**src/rtl/multiplier_8_bits_sequential.sv**
```systemverilog
// 8x8 unsigned shift-and-add multiplier driving one structural ripple adder.
// One partial-product add per CALC cycle; product lands in P with a DONE pulse.
module full_adder_8_bits_structure (
  input  logic [7:0] A,
  input  logic [7:0] B,
  input  logic       CIN,
  output logic [7:0] S,
  output logic       COUT
);
  logic [8:0] c;

  assign c[0] = CIN;

  for (genvar i = 0; i < 8; i++) begin : g_fa
    assign S[i]   = A[i] ^ B[i] ^ c[i];
    assign c[i+1] = (A[i] & B[i]) | (c[i] & (A[i] ^ B[i]));
  end

  assign COUT = c[8];
endmodule

module multiplier_8_bits_sequential (
  input  logic        CLK,
  input  logic        RST_N,
  input  logic        START,
  input  logic [7:0]  A,
  input  logic [7:0]  B,
  output logic [15:0] P,
  output logic        BUSY,
  output logic        DONE
);
  typedef enum logic [1:0] {
    IDLE,
    CALC,
    FINISH
  } state_t;

  state_t      state, state_nx;
  logic [7:0]  m, m_nx;
  logic [7:0]  acc, acc_nx;
  logic [7:0]  q, q_nx;
  logic [2:0]  cnt, cnt_nx;
  logic [15:0] p, p_nx;
  logic [7:0]  addend;
  logic [7:0]  sum;
  logic        cout;

  assign addend = q[0] ? m : 8'h00;

  full_adder_8_bits_structure u_add (
    .A    (acc),
    .B    (addend),
    .CIN  (1'b0),
    .S    (sum),
    .COUT (cout)
  );

  always_ff @(posedge CLK or negedge RST_N) begin
    if (!RST_N) begin
      state <= IDLE;
      m     <= '0;
      acc   <= '0;
      q     <= '0;
      cnt   <= '0;
      p     <= '0;
    end else begin
      state <= state_nx;
      m     <= m_nx;
      acc   <= acc_nx;
      q     <= q_nx;
      cnt   <= cnt_nx;
      p     <= p_nx;
    end
  end

  always_comb begin
    state_nx = state;
    m_nx     = m;
    acc_nx   = acc;
    q_nx     = q;
    cnt_nx   = cnt;
    p_nx     = p;
    unique case (state)
      IDLE: begin
        if (START) begin
          m_nx     = A;
          q_nx     = B;
          acc_nx   = '0;
          cnt_nx   = '0;
          state_nx = CALC;
        end
      end
      CALC: begin
        // carry-out becomes the new MSB so the 9-bit sum is never truncated
        acc_nx = {cout, sum[7:1]};
        q_nx   = {sum[0], q[7:1]};
        cnt_nx = cnt + 3'd1;
        if (cnt == 3'd7) begin
          p_nx     = {cout, sum, q[7:1]};
          state_nx = FINISH;
        end
      end
      FINISH:  state_nx = IDLE;
      default: state_nx = IDLE;
    endcase
  end

  assign P    = p;
  assign BUSY = (state == CALC);
  assign DONE = (state == FINISH);
endmodule

```
**config.mk**
```make
export PLATFORM = sky130hd
export DESIGN_NAME = multiplier_8_bits_sequential
export DESIGN_NICKNAME = d
export VERILOG_FILES = /design/src/rtl/multiplier_8_bits_sequential.sv
export SDC_FILE = /design/constraint.sdc
export NUM_CORES = 1
export LEC_CHECK = 0
export BUFFER_PORTS_ARGS = -buffer_cell sky130_fd_sc_hd__buf_4
export CORE_MARGIN = 2
export CORE_UTILIZATION = 52
export CTS_CLUSTER_DIAMETER = 50
export DETAILED_ROUTE_END_ITERATION = 10
export HOLD_SLACK_MARGIN = 0.12
export PLACE_DENSITY = 0.75
export SYNTH_ARGS = -nofsm -noshare
export SYNTH_HDL_FRONTEND = slang
export SYNTH_HIERARCHICAL = 1
export SYNTH_SLANG_ARGS = --single-unit
```
**constraint.sdc**
```tcl
create_clock -name CLK -period 9 [get_ports CLK]
set_input_delay 1.8 -clock CLK [delete_from_list [all_inputs] [get_ports CLK]]
set_output_delay 1.8 -clock CLK [all_outputs]
set_load 0.005 [all_outputs]
```
Yosys cells after proc, flatten, opt, wreduce, memory -nomap -nowiden
Cells that the tools add are included.

operators by class
  bitwise gates (word level) = 37
  eq/ne operators = 5
  muxes and demuxes = 10
  reduce and logical (&&, ||, !) cells = 6
  add/subtract/negate cells = 1

operators by type and width
  operator                                                                  count
  8-bit case mux with 2 select lines                                        2
  8-bit 2-to-1 mux                                                          3
  1-bit bitwise AND                                                         15
  1-bit bitwise XOR                                                         15
  2-bit AND reduction                                                       4
  1-bit OR                                                                  7
  3-bit case mux with 2 select lines                                        1
  2-bit 2-to-1 mux                                                          2
  2-bit case mux with 2 select lines                                        1
  3-bit by 1-bit adder with 3-bit output (second input constant)            1
  3-bit == test (second input constant)                                     1
  3-bit 2-to-1 mux                                                          1
  2-bit by 1-bit == test with 1-bit output (second input constant)          1
  2-bit == test (second input constant)                                     1
  2-bit logical NOT                                                         1
  2-bit by 1-bit inequality test with 1-bit output (second input constant)  1
  2-bit inequality test (second input constant)                             1
  2-bit nonzero test                                                        1

storage, ports and cells
  output and inout bits = 18
  register bits = 45
  logic and storage cells = 65
  input port bits = 19

Longest topological paths before layout
  depth after elaboration = 17
  gate-level depth with buffers = 14
  gate-level depth less buffers = 14

By module
Netlist, hierarchy kept.

modules (own cells, without submodules)
  module                        area each (um2)  seq. area each (um2)  instances  cells each
  multiplier_8_bits_sequential  1913.1           1126.1                1          137
  full_adder_8_bits_structure   197.7            0.0                   1          18

Worst setup path after synthesis
No wires, ideal clock.

  path kind = register to register
  start point = register q[0]
  end point = register p[14] (netlist: P[14])
  data arrival time = 3.721 ns
  buffers on the path = 0
  setup slack = 5.215 ns
  cell stages (with the launch flop) = 15
  period minus slack after synthesis = 3.785 ns
  cells stage by stage = dfrtp_1 and2_1 fa_1 inv_1 fa_1 inv_1 fa_1 fa_1 fa_1 fa_1 fa_1 inv_1 fa_1 inv_1 mux2_4

between the ends
  cells in the longest elaborated chain, start to end = 15
  elaborated cells between the ends (all ways) = 28
  classes of those cells = mux (1); bitwise (27)

RTL lines
  element                         line  text
  start: declaration              41    logic [7:0] q, q_nx;
  start signal: assignment        70    q <= q_nx;
  8-bit 2-to-1 mux                48    assign addend = q[0] ? m : 8'h00;
  via addend[0]                   44    logic [7:0] addend;
  1-bit bitwise AND (2 in a row)  16    assign c[i+1] = (A[i] & B[i]) | (c[i] & (A[i] ^ B[i]));
  1-bit OR                        16
  1-bit bitwise AND               16
  1-bit OR                        16
  1-bit bitwise AND               16
  1-bit OR                        16
  1-bit bitwise AND               16
  1-bit OR                        16
  1-bit bitwise AND               16
  1-bit OR                        16
  1-bit bitwise AND               16
  1-bit OR                        16
  1-bit bitwise XOR               15    assign S[i] = A[i] ^ B[i] ^ c[i];
  via sum[7]                      45    logic [7:0] sum;
  end signal: assignment          72    p <= p_nx;
  end: declaration                43    logic [15:0] p, p_nx;

The timed path passes the listed nets, and every way through them passes these cells.
A chain may end at the register's enable or synchronous reset.

Worst setup path in the final report
  start point = register q[0]
  end point = register acc[6]

between the ends
  cells in the longest elaborated chain, start to end = 16
  elaborated cells between the ends (all ways) = 29
  classes of those cells = mux (2); bitwise (27)

RTL lines
  element                             line  text
  8-bit 2-to-1 mux                    48
  via addend[0]                       44
  1-bit bitwise AND (2 in a row)      16
  1-bit OR                            16
  1-bit bitwise AND                   16
  1-bit OR                            16
  1-bit bitwise AND                   16
  1-bit OR                            16
  1-bit bitwise AND                   16
  1-bit OR                            16
  1-bit bitwise AND                   16
  1-bit OR                            16
  1-bit bitwise AND                   16
  1-bit OR                            16
  1-bit bitwise XOR                   15
  via sum[7]                          45
  8-bit case mux with 2 select lines  83    unique case (state)
  end signal: assignment              69    acc <= acc_nx;
  end: declaration                    40    logic [7:0] acc, acc_nx;

The timed path passes the listed nets, and every way through them passes these cells.

==> key figures <==
Synthesis
  – Synthesized Nets: 184
  – Syn Inst Count: 155
  – Syn_area_per_cell: 13.6 sq um
  – Largest family of logic cells by synthesized area: multiplexers
  – Mux cell area share after synthesis: 14.4%
  – Synth warn: 6
  – Yosys cell types: 28
  – Compound-Gate Fraction of Synth Area: 11.0%
  – Yosys reg bits: 45
  – Seq/Total Area, Yosys: 53.3%
  – Post-Synth Adder-Cell Area: 8.77%
  – Post-Synth Simple-Gate Area: 6.88%
  – Mapped Area: 0.00211 sq mm
  – Synth Area in XOR/XNOR: 0%

Pwr
  – P_leak: 1.17 nW
  – Peak VDD IR: 0.000169 V
  – PD cells: 382 mW/mm^2

Critical path
  – Crit end category: flop
  – Startpoint Class: flop
  – Crit Path Max Fanout: 10
  – Crit path kind: reg2reg
  – Req. time, crit path: 9.24 ns
  – Worst Path Arrival: 4.35 ns

Placed design
  – Placed cell area: 0.00239 sq mm
  – Gp weighted congestion: 0.760
  – Buffers on Ports: 36
  – DP HPWL: 2.83 mm

Drt
  – Vias: 1324
  – Post-route DRC: 0
  – Met3 WL: 219 um
  – Routed WL per cell: 16.6 um
  – Wl on met1: 1.66 mm
  – Met2 wire length: 2.02 mm
  – Antenna Nets Post-Route: 0
  – WL final: 4.01 mm
  – Drt via density: 5.47
  – Top sig layer: met4
  – Starting DRT DRC Count: 88
  – Drt pass-1 iters: 6

Die
  – Initial Utilization: 53.5%
  – # IOs: 37
  – Row cnt: 23
  – DIE WIDTH: 67.7 um
  – Die height: 67.7 um
  – Die area: 0.00458 sq mm
  – Core area: 0.00394 sq mm

Global routing
  – Largest net degree at the start of global routing: 46
  – Global-route wire length before repair: 6.56 mm
  – Vias in the first global route: 1383
  – Grt ovf: 0
  – Initial antenna violation count: 0
  – Tot GR Track Use: 20.3%

Finish
  – # nets final: 220
  – Finished Cell Area: 0.00248 sq mm
  – Area growth syn-to-layout: 17.4%
  – Antenna diode count: 0
  – Fraction of layout cells with a size suffix above 1: 38.5%

Clock network
  – Total setup buffers inserted after CTS: 0
  – CTS Buf Count: 5
  – Clock buffer depth: 2
  – CTS tree: yes
  – Clock sinks: 45
  – # resized after CTS: 0
  – Root Driver: clkbuf_8
  – Clk Latency, worst-skew pair: 0.31 ns
  – Htree depth: 2
  – Hold_buf cts: 0
  – Worst-path clk slew: 0.10 ns

STA
  – Skew final: 0.0129 ns
  – Hold Vio Cnt, Final: 0
  – Final Max Tran Viols: 0
  – Crit path time final: 4.11 ns
  – RSZ-0062 raised after global routing: no
  – Worst Tran Pin Value: 0.922 ns
  – Final period util: 45.7%
  – Count of final setup violators: 0
  – Slew HR: 38.4%
  – Fmax: 243 MHz
  – Final TNS setup: 0 ns

Run status
  – Status: finished clean

Hold path
  – Worst hold path class: reg2reg

Flow run
  – Maxcap violations: 0
## cell usage after synthesis, drive strengths merged
cell / count / area share (%)
fa: 8 / 7.6
nor2b: 1 / 0.30
a21oi: 7 / 1.7
dfrtp: 45 / 53
ha: 2 / 1.2
nand2: 2 / 1.1
nand3b: 2 / 0.71
o21ai: 1 / 0.24
conb: 1 / 0.18
mux2: 24 / 14
o22ai: 12 / 3.6
inv: 13 / 2.3
nand2b: 2 / 0.95
nor2: 6 / 1.4
clkbuf: 2 / 0.36
and2: 8 / 2.4
clkinv: 1 / 0.42
o21bai: 1 / 0.36
buf: 5 / 2.3
a22o: 10 / 4.1
o221a: 2 / 1.1
## final timing paths
| kind | from | endpoint | slack, ns | cells past startpoint |
|---|---|---|---|---|
| min | cnt[0] | cnt[0] | 0.50 | 1 |
| max reg2reg | q[0] | acc[6] | 4.89 | 14 |
| min reg2reg | cnt[0] | cnt[0] | 0.50 | 1 |
| min in group asynchronous | RST_N | acc[5] | 1.48 | 1 |
| max in group asynchronous | RST_N | m[5] | 7.15 | 1 |
| max | q[0] | acc[6] | 4.89 | 14 |
## area by class of cell
cell class	count	area, sq um
clock buffer	5	68.8
tap	50	62.6
clock inverter	3	21.3
fill	316	1470
sequential	45	1130
inverter	14	57.6
timing repair buffer	36	270
multi-input combinational	89	871
## cell families after synthesis
logic type	count (synthesis)
compound gates	33
other cells	1
simple gates	21
fa+ha+maj	10
mux	24
flops	45
buf+inv	21
## stage by stage
step	hold WS (ns)	utilization, %	power (W)	worst slack [ns]	instances
after floorplan	0.464	-	0.000679	5.22	155
after global placement	0.486	60.6	0.000795	5.12	234
after detailed placement	0.496	60.6	0.000826	4.95	234
after CTS	0.511	62.8	0.000959	4.90	242
after global routing	0.528	62.8	0.00103	4.78	242
final	0.503	62.8	0.000946	4.89	242
## report_power, final
group          internal (W)  switching, W  leakage [nW]
clock network     0.0000551     0.0000721        0.0445
logic              0.000251      0.000193         0.592
registers          0.000303     0.0000724         0.533
## sequential cells by signal (all words and copies together) (netlist names)
register  flops
P            16
acc           8
m             8
q             8
cnt           3
state         2
## per-layer routing
| layer | GRT usage [%] | vias up |
|---|---|---|
| li1 | - | 611 |
| met1 | 24.9 | 661 |
| met2 | 33.2 | 43 |
| met3 | 5.83 | 9 |
| met4 | 9.18 | 0 |
| met5 | 0 | - |
## critical path, stage by stage (launching register included)
cell	delay, ns
dfrtp_1	0.48
and2_1	0.20
fa_1	0.39
inv_1	0.08
fa_1	0.15
inv_1	0.05
fa_1	0.37
fa_1	0.38
fa_1	0.39
fa_1	0.42
fa_1	0.39
inv_1	0.09
fa_1	0.42
inv_1	0.08
a22o_1	0.13
## layout by cell type, fill, tap and decap left out, types with 2 or more instances in the layout
| cell type | count |
|---|---|
| a21oi_1 | 7 |
| nor2_1 | 5 |
| a22o_1 | 10 |
| o221a_2 | 2 |
| o22ai_1 | 12 |
| buf_4 | 36 |
| nand3b_1 | 2 |
| dfrtp_1 | 45 |
| ha_1 | 2 |
| mux2_4 | 9 |
| fa_1 | 8 |
| inv_1 | 13 |
| clkbuf_8 | 5 |
| and2_1 | 8 |
| mux2_2 | 15 |
No activity file was read; power rests on OpenSTA's default activity.
